### config.mk
export PLATFORM = sky130hd
export DESIGN_NAME = mem_wb_stage
export DESIGN_NICKNAME = d
export VERILOG_FILES = /design/src/rtl/mem_wb_stage.sv
export SDC_FILE = /design/constraint.sdc
export NUM_CORES = 1
export LEC_CHECK = 0
export ABC_CLOCK_PERIOD_IN_PS = 3900
export BUFFER_PORTS_ARGS = -buffer_cell sky130_fd_sc_hd__buf_4
export CAP_MARGIN = 20
export CORE_AREA = 5 5 209 211
export CTS_BUF_LIST = sky130_fd_sc_hd__clkbuf_16
export DETAILED_ROUTE_END_ITERATION = 16
export DIE_AREA = 0 0 214 216
export HOLD_SLACK_MARGIN = 0.06
export PLACE_DENSITY = 0.53
export RECOVER_POWER = 25
export SYNTH_ARGS = -nofsm -noshare
export SYNTH_HDL_FRONTEND = slang
export SYNTH_SLANG_ARGS = --single-unit
### constraint.sdc
create_clock -name clk -period 3.9 [get_ports clk]
set_input_delay 0.39 -clock clk [delete_from_list [all_inputs] [get_ports clk]]
set_output_delay 0.39 -clock clk [all_outputs]
set_load 0.02 [all_outputs]
### src/rtl/mem_wb_stage.sv
// RV64 memory-access stage plus MEM/WB pipeline register: valid/ready data-memory
// bus, load/store lane formatting, upstream stall and writeback result select.
module mem_wb_stage #(
   parameter int unsigned XLEN = 64
) (
   input  logic            clk,
   input  logic            rst,
   input  logic [XLEN-1:0] ALUResultM,
   input  logic [XLEN-1:0] WriteDataM,
   input  logic [XLEN-1:0] PCPlus4M,
   input  logic [XLEN-1:0] ExtImmM,
   input  logic [4:0]      RdM,
   input  logic            RegWriteM,
   input  logic            MemWriteM,
   input  logic [1:0]      ResultSrcM,
   input  logic [2:0]      Funct3M,
   output logic            dmem_req_valid,
   input  logic            dmem_req_ready,
   output logic            dmem_we,
   output logic [XLEN-1:0] dmem_addr,
   output logic [XLEN-1:0] dmem_wdata,
   output logic [7:0]      dmem_wstrb,
   input  logic            dmem_rsp_valid,
   input  logic [XLEN-1:0] dmem_rdata,
   output logic            StallM,
   output logic [XLEN-1:0] ResultW,
   output logic [4:0]      RdW,
   output logic            RegWriteW,
   output logic            MisalignW
);

   typedef enum logic [1:0] {IDLE, WAIT_RSP, DONE} state_t;

   state_t          state, state_next;
   logic            memop;
   logic            misaligned;
   logic [2:0]      lane;
   logic [XLEN-1:0] shifted;
   logic [XLEN-1:0] load_fmt;
   logic [XLEN-1:0] load_hold;
   logic [XLEN-1:0] result_sel;
   logic            mis_pending;

   assign lane      = ALUResultM[2:0];
   assign memop     = MemWriteM | (ResultSrcM == 2'b01);
   assign dmem_we   = MemWriteM;
   assign dmem_addr = {ALUResultM[XLEN-1:3], 3'b000};

   always_comb begin
      misaligned = 1'b0;
      case (Funct3M[1:0])
         2'b00:   misaligned = 1'b0;
         2'b01:   misaligned = lane[0];
         2'b10:   misaligned = |lane[1:0];
         default: misaligned = |lane;
      endcase
   end

   always_ff @(posedge clk or negedge rst) begin
      if (!rst) state <= IDLE;
      else      state <= state_next;
   end

   always_comb begin
      state_next = state;
      case (state)
         IDLE: begin
            if (memop) begin
               if (misaligned)          state_next = DONE;
               else if (dmem_req_ready) state_next = MemWriteM ? DONE : WAIT_RSP;
            end
         end
         WAIT_RSP: if (dmem_rsp_valid) state_next = DONE;
         DONE:     state_next = IDLE;
         default:  state_next = IDLE;
      endcase
   end

   // Reset also masks the request/stall so a held memory op cannot leak onto the bus.
   always_comb begin
      dmem_req_valid = 1'b0;
      StallM         = 1'b0;
      case (state)
         IDLE: begin
            StallM         = memop;
            dmem_req_valid = memop & ~misaligned;
         end
         WAIT_RSP: StallM = 1'b1;
         default: ;
      endcase
      if (!rst) begin
         dmem_req_valid = 1'b0;
         StallM         = 1'b0;
      end
   end

   always_comb begin
      dmem_wdata = WriteDataM;
      dmem_wstrb = 8'hFF;
      case (Funct3M[1:0])
         2'b00: begin
            dmem_wdata = {8{WriteDataM[7:0]}};
            dmem_wstrb = 8'h01 << lane;
         end
         2'b01: begin
            dmem_wdata = {4{WriteDataM[15:0]}};
            dmem_wstrb = 8'h03 << lane;
         end
         2'b10: begin
            dmem_wdata = {2{WriteDataM[31:0]}};
            dmem_wstrb = 8'h0F << lane;
         end
         default: begin
            dmem_wdata = WriteDataM;
            dmem_wstrb = 8'hFF;
         end
      endcase
   end

   assign shifted = dmem_rdata >> {lane, 3'b000};

   always_comb begin
      load_fmt = shifted;
      case (Funct3M)
         3'b000:  load_fmt = {{(XLEN-8){shifted[7]}}, shifted[7:0]};
         3'b001:  load_fmt = {{(XLEN-16){shifted[15]}}, shifted[15:0]};
         3'b010:  load_fmt = {{(XLEN-32){shifted[31]}}, shifted[31:0]};
         3'b100:  load_fmt = {{(XLEN-8){1'b0}}, shifted[7:0]};
         3'b101:  load_fmt = {{(XLEN-16){1'b0}}, shifted[15:0]};
         3'b110:  load_fmt = {{(XLEN-32){1'b0}}, shifted[31:0]};
         default: load_fmt = shifted;
      endcase
   end

   always_ff @(posedge clk or negedge rst) begin
      if (!rst)                                     load_hold <= '0;
      else if ((state == WAIT_RSP) && dmem_rsp_valid) load_hold <= load_fmt;
   end

   always_ff @(posedge clk or negedge rst) begin
      if (!rst)               mis_pending <= 1'b0;
      else if (state == IDLE) mis_pending <= memop & misaligned;
   end

   always_comb begin
      case (ResultSrcM)
         2'b00:   result_sel = ALUResultM;
         2'b01:   result_sel = load_hold;
         2'b10:   result_sel = PCPlus4M;
         default: result_sel = ExtImmM;
      endcase
   end

   always_ff @(posedge clk or negedge rst) begin
      if (!rst) begin
         ResultW   <= '0;
         RdW       <= '0;
         RegWriteW <= 1'b0;
         MisalignW <= 1'b0;
      end else if (!StallM) begin
         ResultW   <= result_sel;
         RdW       <= RdM;
         RegWriteW <= RegWriteM & ~((state == DONE) & mis_pending);
         MisalignW <= (state == DONE) & mis_pending;
      end else begin
         RegWriteW <= 1'b0;
         MisalignW <= 1'b0;
      end
   end

endmodule

==> insert_results.sql <==
INSERT INTO impl_metrics (metric_group, metric, value, unit) VALUES
('run_status', 'status', 'complete, but fails checks', ''),
('run_status', 'failing_checks', 'max-capacitance violations, max-slew violations', ''),
('detailed_routing', 'drc_errors_left', '0', ''),
('sta', 'final-hold-violation-count', '0', ''),
('worst_setup_path', 'crit_path_top_delay_cell', 'sky130_fd_sc_hd__dlygate4sd3_1', ''),
('logic_synthesis', 'syn-cell-area', '9988', 'um^2'),
('clocking', 'clockBufferDepth', '2', ''),
('logic_synthesis', 'synth_warnings', '0', ''),
('grt', 'grt_first_pass_wirelength', '70.78', 'mm'),
('clocking', 'post_cts_buffers', '0', ''),
('sta', 'min_cycle_time_layout', '2797', 'ps'),
('sta', 'tightest_slew', '1512', 'ps'),
('logic_synthesis', 'ys_seq_elements', '138', ''),
('detailed_routing', 'met3RoutedLength', '3.207', 'mm'),
('clocking', 'cts_tree', 'built', ''),
('floorplanning', 'core', '41570', 'um^2'),
('floorplanning', 'num_io_pins', '546', ''),
('min_path', 'holdCritStartpoint', 'RdM[3]', ''),
('final_layout', 'drive_above_1_share', '0.4811', ''),
('worst_setup_path', 'arrival', '2410', 'ps'),
('detailed_routing', 'route.final.wire_length', '49.03', 'mm'),
('place', 'place_worst_setup_slack', '1110', 'ps'),
('worst_setup_path', 'worst_reg_to_reg_path_cell_count', '5', ''),
('detailed_routing', 'post_drt_via_cell_ratio', '4.966', ''),
('sta', 'fin_crit_sh', '0.7173', ''),
('clocking', 'clock_sink_count', '138', ''),
('logic_synthesis', 'dominant_cell_by_count_in_the_synthesized_netlist', 'sky130_fd_sc_hd__dfrtp_1', ''),
('logic_synthesis', 'netlist_instances', '984', ''),
('detailed_routing', 'vias', '9773', ''),
('min_path', 'min_path_cells', '2', ''),
('final_layout', 'final_cell_count_no_fill', '1968', ''),
('logic_synthesis', 'synth_cell_type_count', '53', ''),
('floorplanning', 'chipWidth', '214', 'um'),
('grt', 'grt_pass1_vias', '10470', ''),
('grt', 'grt_antenna_before_repair', '4', ''),
('final_layout', 'layout_stage_area_growth_over_the_synthesis_result', '44.82', '%'),
('place', 'port_buffers', '542', ''),
('logic_synthesis', 'syn-mean-instance-area', '10.15', 'um^2'),
('worst_setup_path', 'rr_endpoint', 'load_hold[62]', ''),
('final_layout', 'fillCellCount', '4373', ''),
('logic_synthesis', 'synth_top_flop_cell', 'sky130_fd_sc_hd__dfrtp_1', ''),
('floorplanning', 'floorplan.initialDensity', '0.2403', ''),
('place', 'gp_congestion', '0.9187', ''),
('sta', 'slew_viol_final', '28', ''),
('worst_setup_path', 'start_of_the_worst_register_to_register_path', 'state[0]', ''),
('sta', 'fin_ws', '1103', 'ps'),
('sta', 'worst_slew_margin_rel', '-0.008326', ''),
('place', 'dp_hpwl', '40.26', 'mm'),
('worst_setup_path', 'startpoint_type', 'primary input', ''),
('detailed_routing', 'wl_met1', '19.04', 'mm'),
('logic_synthesis', 'yosys.area.top_type_share', '0.3457', ''),
('min_path', 'min_path_type', 'in2reg', ''),
('floorplanning', 'placement_rows', '75', ''),
('logic_synthesis', 'cell_type_with_the_largest_total_area_after_synthesis', 'sky130_fd_sc_hd__dfrtp_1', ''),
('worst_setup_path', 'setup.reg_to_reg.worst_slack', '1810', 'ps'),
('worst_setup_path', 'crit_path_frequent_cell', 'sky130_fd_sc_hd__buf_4', ''),
('worst_setup_path', 'cp_max_fo', '44', ''),
('logic_synthesis', 'cell_types_with_the_highest_counts_after_synthesis', 'sky130_fd_sc_hd__dfrtp_1, sky130_fd_sc_hd__nand2_1, sky130_fd_sc_hd__mux2_2, sky130_fd_sc_hd__buf_4, sky130_fd_sc_hd__nor2_1', ''),
('clocking', 'clk_pin_slew_worst_paths', '60', 'ps'),
('job', 'drv_cap', '1', ''),
('worst_setup_path', 'worstSetupEndpointType', 'output port', ''),
('sta', 'finalSetupTns', '0', 'ps'),
('worst_setup_path', 'crit_path_required_time', '3510', 'ps'),
('final_layout', 'fin_util', '0.3480', ''),
('clocking', 'cts_made_buffers', '17', ''),
('logic_synthesis', 'synth_top_cells_by_area', 'sky130_fd_sc_hd__dfrtp_1, sky130_fd_sc_hd__mux4_2, sky130_fd_sc_hd__mux2_2, sky130_fd_sc_hd__mux2i_1, sky130_fd_sc_hd__buf_4', ''),
('clocking', 'cts_root_buffer', 'sky130_fd_sc_hd__clkbuf_16', ''),
('floorplanning', 'dieHeight', '216', 'um'),
('sta', 'unrepaired_setup_endpoints_after_global_routing', 'false', ''),
('worst_setup_path', 'timing.critical_path.slowest_cell_delay', '550', 'ps'),
('logic_synthesis', 'number_of_enable_type_register_cells_in_the_synthesized_netlist', '0', '');
## cells by family (layout without fill, tap and decap cells)
| group | Yosys count | in the layout | synth area share |
|---|---|---|---|
| compound gates | 235 | 235 | 0.1560 |
| fa+ha+maj | 6 | 6 | 0.007516 |
| buf+inv | 182 | 624 | 0.09884 |
| flops | 138 | 138 | 0.3457 |
| mux | 201 | 201 | 0.2931 |
| other cells | 1 | 4 | 0.0003754 |
| simple gates | 221 | 221 | 0.09846 |
## worst max-delay path by stage
stage               cells after the start            end     startpoint  slack [ps]
floorplan                               8  dmem_wstrb[3]  ALUResultM[0]        1450
global placement                        7   load_hold[3]  ALUResultM[0]        1120
detailed placement                      7   load_hold[3]  ALUResultM[0]        1110
CTS                                     5         StallM            rst        1070
global route                            5         StallM            rst         930
finish                                  5         StallM            rst        1100
## power by group
part,leakage (nW),switching (mW),total [mW],internal [mW]
clock network,0.333,0.660,1.92,1.25
registers,1.68,0.473,2.41,1.94
logic,4.63,1.21,2.42,1.22
## stage by stage
stage	power (mW)	hold slack, ps	cell area, um^2
3_5_place_dp	4.938	301.8	14040
5_1_grt	7.097	164.9	14460
4_1_cts	6.882	164.4	14730
2_1_floorplan	3.617	94.41	9996
6_report	6.748	187.4	14470
3_3_place_gp	4.912	307.9	14040
## cells in the final DEF, fill, tap and decap left out, types with 3 or more instances in the layout
master / synthesis / final
sky130_fd_sc_hd__a211o_1: 5 / 5
sky130_fd_sc_hd__a211oi_1: 4 / 4
sky130_fd_sc_hd__a21boi_0: 8 / 8
sky130_fd_sc_hd__a21oi_1: 53 / 53
sky130_fd_sc_hd__a21oi_2: 10 / 10
sky130_fd_sc_hd__a222oi_1: 8 / 8
sky130_fd_sc_hd__a22o_1: 16 / 16
sky130_fd_sc_hd__a31oi_1: 19 / 19
sky130_fd_sc_hd__and2_1: 9 / 9
sky130_fd_sc_hd__and3_1: 7 / 7
sky130_fd_sc_hd__buf_4: 73 / 492
sky130_fd_sc_hd__bufinv_16: 0 / 7
sky130_fd_sc_hd__clkbuf_1: 61 / 71
sky130_fd_sc_hd__clkbuf_16: 0 / 17
sky130_fd_sc_hd__clkinv_4: 0 / 3
sky130_fd_sc_hd__conb_1: 1 / 3
sky130_fd_sc_hd__dfrtp_1: 138 / 138
sky130_fd_sc_hd__ha_1: 6 / 5
sky130_fd_sc_hd__inv_1: 28 / 29
sky130_fd_sc_hd__mux2_2: 77 / 77
sky130_fd_sc_hd__mux2i_1: 57 / 57
sky130_fd_sc_hd__mux4_2: 65 / 65
sky130_fd_sc_hd__nand2_1: 107 / 107
sky130_fd_sc_hd__nand2b_1: 4 / 4
sky130_fd_sc_hd__nand3b_1: 5 / 5
sky130_fd_sc_hd__nor2_1: 68 / 67
sky130_fd_sc_hd__nor2b_1: 4 / 4
sky130_fd_sc_hd__o21ai_0: 60 / 60
sky130_fd_sc_hd__o21bai_1: 3 / 3
sky130_fd_sc_hd__o221ai_1: 3 / 3
sky130_fd_sc_hd__o22a_1: 25 / 25
sky130_fd_sc_hd__o22ai_1: 8 / 8
sky130_fd_sc_hd__o2bb2ai_1: 3 / 3
sky130_fd_sc_hd__or2_2: 5 / 5
## area by class of cell
| class | count | area, um^2 | share of cell area |
|---|---|---|---|
| Tap cell | 539 | 674.4 | 0.04662 |
| Sequential cell | 138 | 3453 | 0.2387 |
| Antenna cell | 1 | 2.502 | 0.0001730 |
| Multi-Input combinational cell | 666 | 5570 | 0.3851 |
| Clock buffer | 17 | 425.4 | 0.02941 |
| Clock inverter | 14 | 252.7 | 0.01747 |
| Inverter | 28 | 105.1 | 0.007266 |
| Timing Repair Buffer | 565 | 3981 | 0.2752 |
## sequential cells by signal (all words and copies together), names as in the netlist
name / cells
mis_pending: 1
RdW: 5
state: 2
ResultW: 64
load_hold: 64
RegWriteW: 1
MisalignW: 1
## worst max-delay path: cells and delay by family
kind | cells | cell delay (ps)
buffers and inverters | 4 | 1660
AND/OR/NAND/NOR | 1 | 290
## layer usage
metal | vias to the layer above | GRT usage
met1 | 4862 | 0.2335
met2 | 447 | 0.3740
li1 | 4394 | -
met3 | 66 | 0.05297
met5 | - | 0
met4 | 4 | 0.05991
## timing repair
| action | in CTS | in global routing |
|---|---|---|
| gates resized for setup | 0 | 0 |
| hold endpoints to repair | 24 | 0 |
| hold buffers | 1 | 0 |
| setup endpoints to repair | 0 | 0 |
Power figures use the tool's default switching activity.
